<file path="config.mk">
export PLATFORM = sky130hd
export DESIGN_NAME = rr_encoder4_flat
export DESIGN_NICKNAME = d
export VERILOG_FILES = /design/src/rtl/rr_encoder4_if.sv /design/src/rtl/rr_encoder4.sv /design/src/flat_wrapper.sv
export SDC_FILE = /design/constraint.sdc
export NUM_CORES = 1
export LEC_CHECK = 0
export ABC_AREA = 1
export BUFFER_PORTS_ARGS = -buffer_cell sky130_fd_sc_hd__buf_2
export CAP_MARGIN = 40
export CORE_UTILIZATION = 39
export DETAILED_ROUTE_END_ITERATION = 8
export PLACE_DENSITY = 0.59
export SYNTH_ARGS = -nofsm -noshare
export SYNTH_HDL_FRONTEND = slang
export SYNTH_SLANG_ARGS = --single-unit
</file>
<file path="constraint.sdc">
create_clock -name clk -period 1.6 [get_ports clk]
set_input_delay 0.32 -clock clk [delete_from_list [all_inputs] [get_ports clk]]
set_output_delay 0.32 -clock clk [all_outputs]
set_load 0.005 [all_outputs]
</file>
<file path="src/rtl/rr_encoder4_if.sv">
// rr_encoder4_if: request/code handshake bundle for rr_encoder4.
// master drives requests and ready; slave presents the code.
interface rr_encoder4_if;
    logic [3:0] Request;
    logic       Disable;
    logic       Ready;
    logic [1:0] Code;
    logic       Valid;
    logic       Overrun;
    logic       Busy;

    modport master (
        output Request,
        output Disable,
        output Ready,
        input  Code,
        input  Valid,
        input  Overrun,
        input  Busy
    );

    modport slave (
        input  Request,
        input  Disable,
        input  Ready,
        output Code,
        output Valid,
        output Overrun,
        output Busy
    );
endinterface

</file>
<file path="src/rtl/rr_encoder4.sv">
// rr_encoder4: latches four request lines and emits them one at a time
// as a 2-bit code, round-robin, over a valid/ready handshake.
module rr_encoder4 #(
    parameter int    UUID = 0,
    parameter string NAME = ""
) (
    input  logic          clk,
    input  logic          rst,
    rr_encoder4_if.slave  bus
);

    if (UUID < 0) begin : g_uuid_chk
        $error("rr_encoder4 %s: UUID must be non-negative", NAME);
    end

    logic [3:0] pending_q;
    logic [3:0] pending_d;
    logic [1:0] ptr_q;
    logic [1:0] ptr_d;
    logic [1:0] code_q;
    logic [1:0] code_d;
    logic       valid_q;
    logic       valid_d;
    logic       overrun_q;
    logic       overrun_d;

    logic [3:0] cand;
    logic       slot_free;
    logic       load;
    logic [1:0] sel;
    logic       found;
    logic [1:0] idx;

    assign cand      = pending_q | bus.Request;
    assign slot_free = !valid_q | bus.Ready;
    assign load      = slot_free & !bus.Disable & (cand != 4'b0000);

    // Round-robin pick: first set candidate scanning up from ptr, wrapping.
    always_comb begin
        sel   = 2'd0;
        found = 1'b0;
        idx   = 2'd0;
        for (int i = 0; i < 4; i++) begin
            idx = ptr_q + 2'(i);
            if (!found && cand[idx]) begin
                sel   = idx;
                found = 1'b1;
            end
        end
    end

    // Next-state: load a new code, retire an accepted one, or hold.
    always_comb begin
        pending_d = cand;
        ptr_d     = ptr_q;
        code_d    = code_q;
        valid_d   = valid_q;
        overrun_d = |(bus.Request & pending_q);
        if (load) begin
            code_d    = sel;
            valid_d   = 1'b1;
            ptr_d     = sel + 2'd1;
            pending_d = cand & ~(4'b0001 << sel);
        end else if (valid_q && bus.Ready) begin
            valid_d   = 1'b0;
        end
    end

    // State registers; reset drops any presented code immediately.
    always_ff @(posedge clk or posedge rst) begin
        if (rst) begin
            pending_q <= 4'b0000;
            ptr_q     <= 2'd0;
            code_q    <= 2'd0;
            valid_q   <= 1'b0;
            overrun_q <= 1'b0;
        end else begin
            pending_q <= pending_d;
            ptr_q     <= ptr_d;
            code_q    <= code_d;
            valid_q   <= valid_d;
            overrun_q <= overrun_d;
        end
    end

    assign bus.Code    = code_q;
    assign bus.Valid   = valid_q;
    assign bus.Overrun = overrun_q;
    assign bus.Busy    = (pending_q != 4'b0000) | valid_q;

endmodule

</file>
<file path="src/flat_wrapper.sv">
// flat-port wrapper written by rule: the top's interface ports become plain ports
module rr_encoder4_flat 
#(
    parameter int    UUID = 0,
    parameter string NAME = ""
)
  (clk, rst, bus_Request, bus_Disable, bus_Ready, bus_Code, bus_Valid, bus_Overrun, bus_Busy);
  rr_encoder4_if bus_i ();
  input  logic clk;
  input  logic rst;
  input wire logic [$bits(bus_i.Request)-1:0] bus_Request;
  input wire logic [$bits(bus_i.Disable)-1:0] bus_Disable;
  input wire logic [$bits(bus_i.Ready)-1:0] bus_Ready;
  output wire logic [$bits(bus_i.Code)-1:0] bus_Code;
  output wire logic [$bits(bus_i.Valid)-1:0] bus_Valid;
  output wire logic [$bits(bus_i.Overrun)-1:0] bus_Overrun;
  output wire logic [$bits(bus_i.Busy)-1:0] bus_Busy;
  assign bus_i.Request = bus_Request;
  assign bus_i.Disable = bus_Disable;
  assign bus_i.Ready = bus_Ready;
  assign bus_Code = bus_i.Code;
  assign bus_Valid = bus_i.Valid;
  assign bus_Overrun = bus_i.Overrun;
  assign bus_Busy = bus_i.Busy;
  rr_encoder4 #(.UUID(UUID), .NAME(NAME)) u_core (.clk(clk), .rst(rst), .bus(bus_i));
endmodule
</file>
==> metrics.log <==
[metrics] outcome: complete, no violations
[metrics] post-synthesis to final-layout area growth: 44.3%
[metrics] DRC errors left: 0
[metrics] share of cell area taken by muxes after synthesis: 0
[metrics] power share of the sequential group: 0.236
[metrics] Crit. End Element: flip-flop
[metrics] number of global-route vias before repair: 675
[metrics] CTS tree: built
[metrics] Max-Cap Viols: 0
[metrics] Power Density: 1880 nW/um2
[metrics] fraction of power consumed by combinational cells: 0.648
[metrics] Critical Setup Path Class: reg -> reg
[metrics] final critical delay including setup and external delays: 1550 ps
[metrics] dpl cell area: 886 um2
[metrics] area fraction in and, or, nand and nor cells after synthesis: 0.532
[metrics] all-layer global routing usage: 0.211
[metrics] dominant cells by area after synthesis: sky130_fd_sc_hd__dfrtp_1, sky130_fd_sc_hd__nand2_1, sky130_fd_sc_hd__nand3_1
[metrics] Net Sw Frac: 0.486
[metrics] number of buffers and inverters on the critical path: 1
[metrics] Worst Skew: 13.0 ps
[metrics] cell leakage power: 0.526 nW
[metrics] level count of the clock H-tree: 1
[metrics] CP Max Fanout: 6
[metrics] post-synthesis adder-cell area fraction: 0
[metrics] cell accounting for the most synthesized area: sky130_fd_sc_hd__dfrtp_1
[metrics] area of the die: 2060 um2
[metrics] most used standard cells in the synthesized netlist: sky130_fd_sc_hd__nand2_1, sky130_fd_sc_hd__nand3_1, sky130_fd_sc_hd__dfrtp_1
[metrics] post-route worst hold slack: 10.2 ps
[metrics] number of warning messages in the yosys log: 0
[metrics] CTS max path bufs: 2
[metrics] DP Wirelength: 1390 um
[metrics] CP peak stage delay: 410 ps
[metrics] global-route wire length before repair: 3020 um
[metrics] buffer cell driving the clock tree root: sky130_fd_sc_hd__clkbuf_4
[metrics] Max transition margin: 0.738
[metrics] number of cell instances on the worst register-to-register path: 11
[metrics] portion of synthesized cell area occupied by the leading cell type: 0.341
[metrics] flip-flop cell with the highest count after synthesis: sky130_fd_sc_hd__dfrtp_1
[metrics] detailed-route wire length: 1820 um
[metrics] pre-CTS setup slack: -103 ps
[metrics] total inserted antenna cells: 0
[metrics] number of synthesized flops with an enable pin: 0
[metrics] Distinct cells, synth: 19
[metrics] Max Fclk: 646 MHz
[metrics] top-level I/O count: 13
[metrics] Routed wire per std cell: 11.2 um
[metrics] portion of the clock cycle consumed by the worst path in the final layout: 0.968
[metrics] Post-Syn Instances: 110
[metrics] Starting DRT DRC Count: 20
[metrics] dominant combinational cell family by area after synthesis: simple AND/OR/NAND/NOR gates
[metrics] most repeated cell in the gate-level netlist after synthesis: sky130_fd_sc_hd__nand2_1
[metrics] slew at the pin closest to its max-slew limit: 393 ps
[metrics] Setup WS post-layout: 51.4 ps
[metrics] switching component of the power: 0.000967 W
[metrics] final max-slew violation count: 0
[metrics] Final setup viols: 0
[metrics] launch point of the worst reg-to-reg path: u_core.ptr_q[0]$_DFFE_PP0P_
[metrics] FFs w/ async S/R, synth: 1.00
[metrics] xor and xnor area share after synthesis: 0
[metrics] worst vdd rail ir drop: 1.06 mV
[metrics] height of the die: 45.4 um
[metrics] antenna violations before repair: 0
[metrics] detailed-route vias per instance: 4.87
[metrics] CORE AREA: 1750 um2
[metrics] hold buffer count at CTS: 0
[metrics] first-pass iteration count of the detailed router: 4
[metrics] number of CTS-inserted buffers: 3
[metrics] Via Count: 794
[metrics] Tightest Hold Check Type: in -> async
[metrics] critical path launch point type: flip-flop
[metrics] total power: 0.00199 W
[metrics] clock insertion delay at the later pin of the skew report: 270 ps
[metrics] part of the Yosys area used for sequential elements: 0.341
[metrics] Most common cell on crit path: sky130_fd_sc_hd__nand2_1
[metrics] final antenna-violating net count: 0
[metrics] row count: 15
[metrics] syn avg cell area: 6.68 um2
[metrics] number of I/O port buffers: 12
[metrics] part of the power in the clock network: 0.116
[metrics] worst endpoint data arrival time: 1690 ps
[metrics] series of cell instances along the critical path: buf_6 -> nand2_1 -> nand2_2 -> nand2_1 -> nand2_2 -> nor2_4 -> nand2_1 -> nand2_1 -> nand2_2 -> nand3_1 -> nand3_1
[metrics] largest net degree at the start of global routing: 11
[metrics] initial core utilization: 0.421
[metrics] Post-Synthesis Net Count: 118
[metrics] share of layout cells above drive strength 1: 0.507
[metrics] cell at the slowest stage of the critical path: sky130_fd_sc_hd__dfrtp_1
[metrics] total overflow reported by the global router: 0
[metrics] synthesis-stage register bit count: 10
[metrics] sink count of the clock tree: 10
[metrics] RSZ-0062 raised after global routing: true
[metrics] netlist area before placement: 734 um2
[metrics] Req. time, crit path: 1740 ps
[metrics] Horiz. Die Dim: 45.4 um
[metrics] setup slack of the most critical reg-to-reg path: 50 ps
[metrics] weighted congestion at the end of routability-driven global placement: 0.892
[metrics] final count of hold timing violations: 0
[metrics] final net count: 147
[metrics] clock transition time at the flip-flop clock pins of the worst setup and hold paths: 80 ps
[metrics] endpoint of the worst register-to-register path: u_core.ptr_q[1]$_DFFE_PP0P_
[metrics] Final Instance Area: 1060 um2
[metrics] internal power: 0.00102 W
[metrics] compound-gate portion of the synthesized area: 0.0664
[metrics] fill cell instance count of the final layout: 170
[metrics] category of cells accounting for the largest share of critical-path delay: simple AND/OR/NAND/NOR gates
## placed cells by master, fill, tap and decap left out
master	instances
sky130_fd_sc_hd__a21boi_2	1
sky130_fd_sc_hd__a21oi_1	3
sky130_fd_sc_hd__buf_2	12
sky130_fd_sc_hd__buf_4	12
sky130_fd_sc_hd__buf_6	1
sky130_fd_sc_hd__clkbuf_4	3
sky130_fd_sc_hd__clkbuf_8	1
sky130_fd_sc_hd__dfrtp_1	8
sky130_fd_sc_hd__dfrtp_2	2
sky130_fd_sc_hd__inv_1	7
sky130_fd_sc_hd__inv_2	3
sky130_fd_sc_hd__nand2_1	29
sky130_fd_sc_hd__nand2_2	18
sky130_fd_sc_hd__nand2_4	1
sky130_fd_sc_hd__nand3_1	10
sky130_fd_sc_hd__nand3_2	4
sky130_fd_sc_hd__nand3_4	1
sky130_fd_sc_hd__nand4_1	4
sky130_fd_sc_hd__nor2_1	3
sky130_fd_sc_hd__nor2_2	2
sky130_fd_sc_hd__nor2_4	8
sky130_fd_sc_hd__nor4_2	1
sky130_fd_sc_hd__o21a_1	1
sky130_fd_sc_hd__o21ai_0	2
sky130_fd_sc_hd__o21ai_1	1
## metrics by stage
stage / std cells / TNS (ps) / util
floorplan: 110 / 0 / -
CTS: 160 / 0 / 0.538
finish: 163 / 0 / 0.607
detailed placement: 155 / -556 / 0.508
global route: 163 / -176 / 0.607
global placement: 155 / -599 / 0.508
## worst max path at each step
stage	cells after the start	startpoint	slack [ps]	endpoint
CTS	10	u_core.pending_q[1]$_DFF_PP0_	10	u_core.ptr_q[0]$_DFFE_PP0P_
global placement	11	bus_Request[2]	-110	u_core.pending_q[3]$_DFF_PP0_
global route	10	u_core.pending_q[3]$_DFF_PP0_	-50	u_core.pending_q[2]$_DFF_PP0_
floorplan	10	u_core.pending_q[2]$_DFF_PP0_	180	u_core.pending_q[2]$_DFF_PP0_
detailed placement	11	bus_Request[2]	-100	u_core.pending_q[2]$_DFF_PP0_
finish	11	u_core.ptr_q[0]$_DFFE_PP0P_	50	u_core.ptr_q[1]$_DFFE_PP0P_
## routing by layer
| metal | vias to the layer above | share of wire | global-route usage | wire length, um |
|---|---|---|---|---|
| li1 | 415 | - | - | - |
| met1 | 361 | 0.48 | 0.289 | 868 |
| met2 | 18 | 0.48 | 0.326 | 877 |
| met3 | 0 | 0.041 | 0.0595 | 74 |
| met4 | 0 | 0 | 0.0545 | 0 |
| met5 | - | 0 | 0 | 0 |
## power by group through the flow
stage | Combinational [W] | Sequential, W | Clock [W]
2_1_floorplan | 0.000749 | 0.000435 | 0
5_1_grt | 0.00143 | 0.000484 | 0.000250
6_report | 0.00129 | 0.000470 | 0.000231
3_3_place_gp | 0.00107 | 0.000440 | 0
4_1_cts | 0.00109 | 0.000450 | 0.000240
3_5_place_dp | 0.00108 | 0.000443 | 0
## state kept, by name (all words and copies together) (netlist names)
| signal | cells |
|---|---|
| u_core.bus.Code | 2 |
| u_core.bus.Valid | 1 |
| u_core.bus.Overrun | 1 |
| u_core.ptr_q | 2 |
| u_core.pending_q | 4 |
## layout make-up
type / instances / area, um2 / area share
Clock buffer: 4 / 36.3 / 0.0342
Inverter: 10 / 37.5 / 0.0354
Sequential cell: 10 / 253 / 0.238
Timing Repair Buffer: 25 / 161 / 0.152
Multi-Input combinational cell: 89 / 541 / 0.510
Tap cell: 25 / 31.3 / 0.0295
## cells by family (layout without fill, tap and decap cells)
group | count (synthesis) | after routing
simple gates | 81 | 81
buf+inv | 11 | 39
flops | 10 | 10
compound gates | 8 | 8
## timing repair
item / in CTS / in global routing
pin swaps: 0 / 7
setup buffers: 1 / 3
resized for setup: 3 / 30
endpoints found under the setup margin: 7 / 9
(Power assumes the default switching activity.)
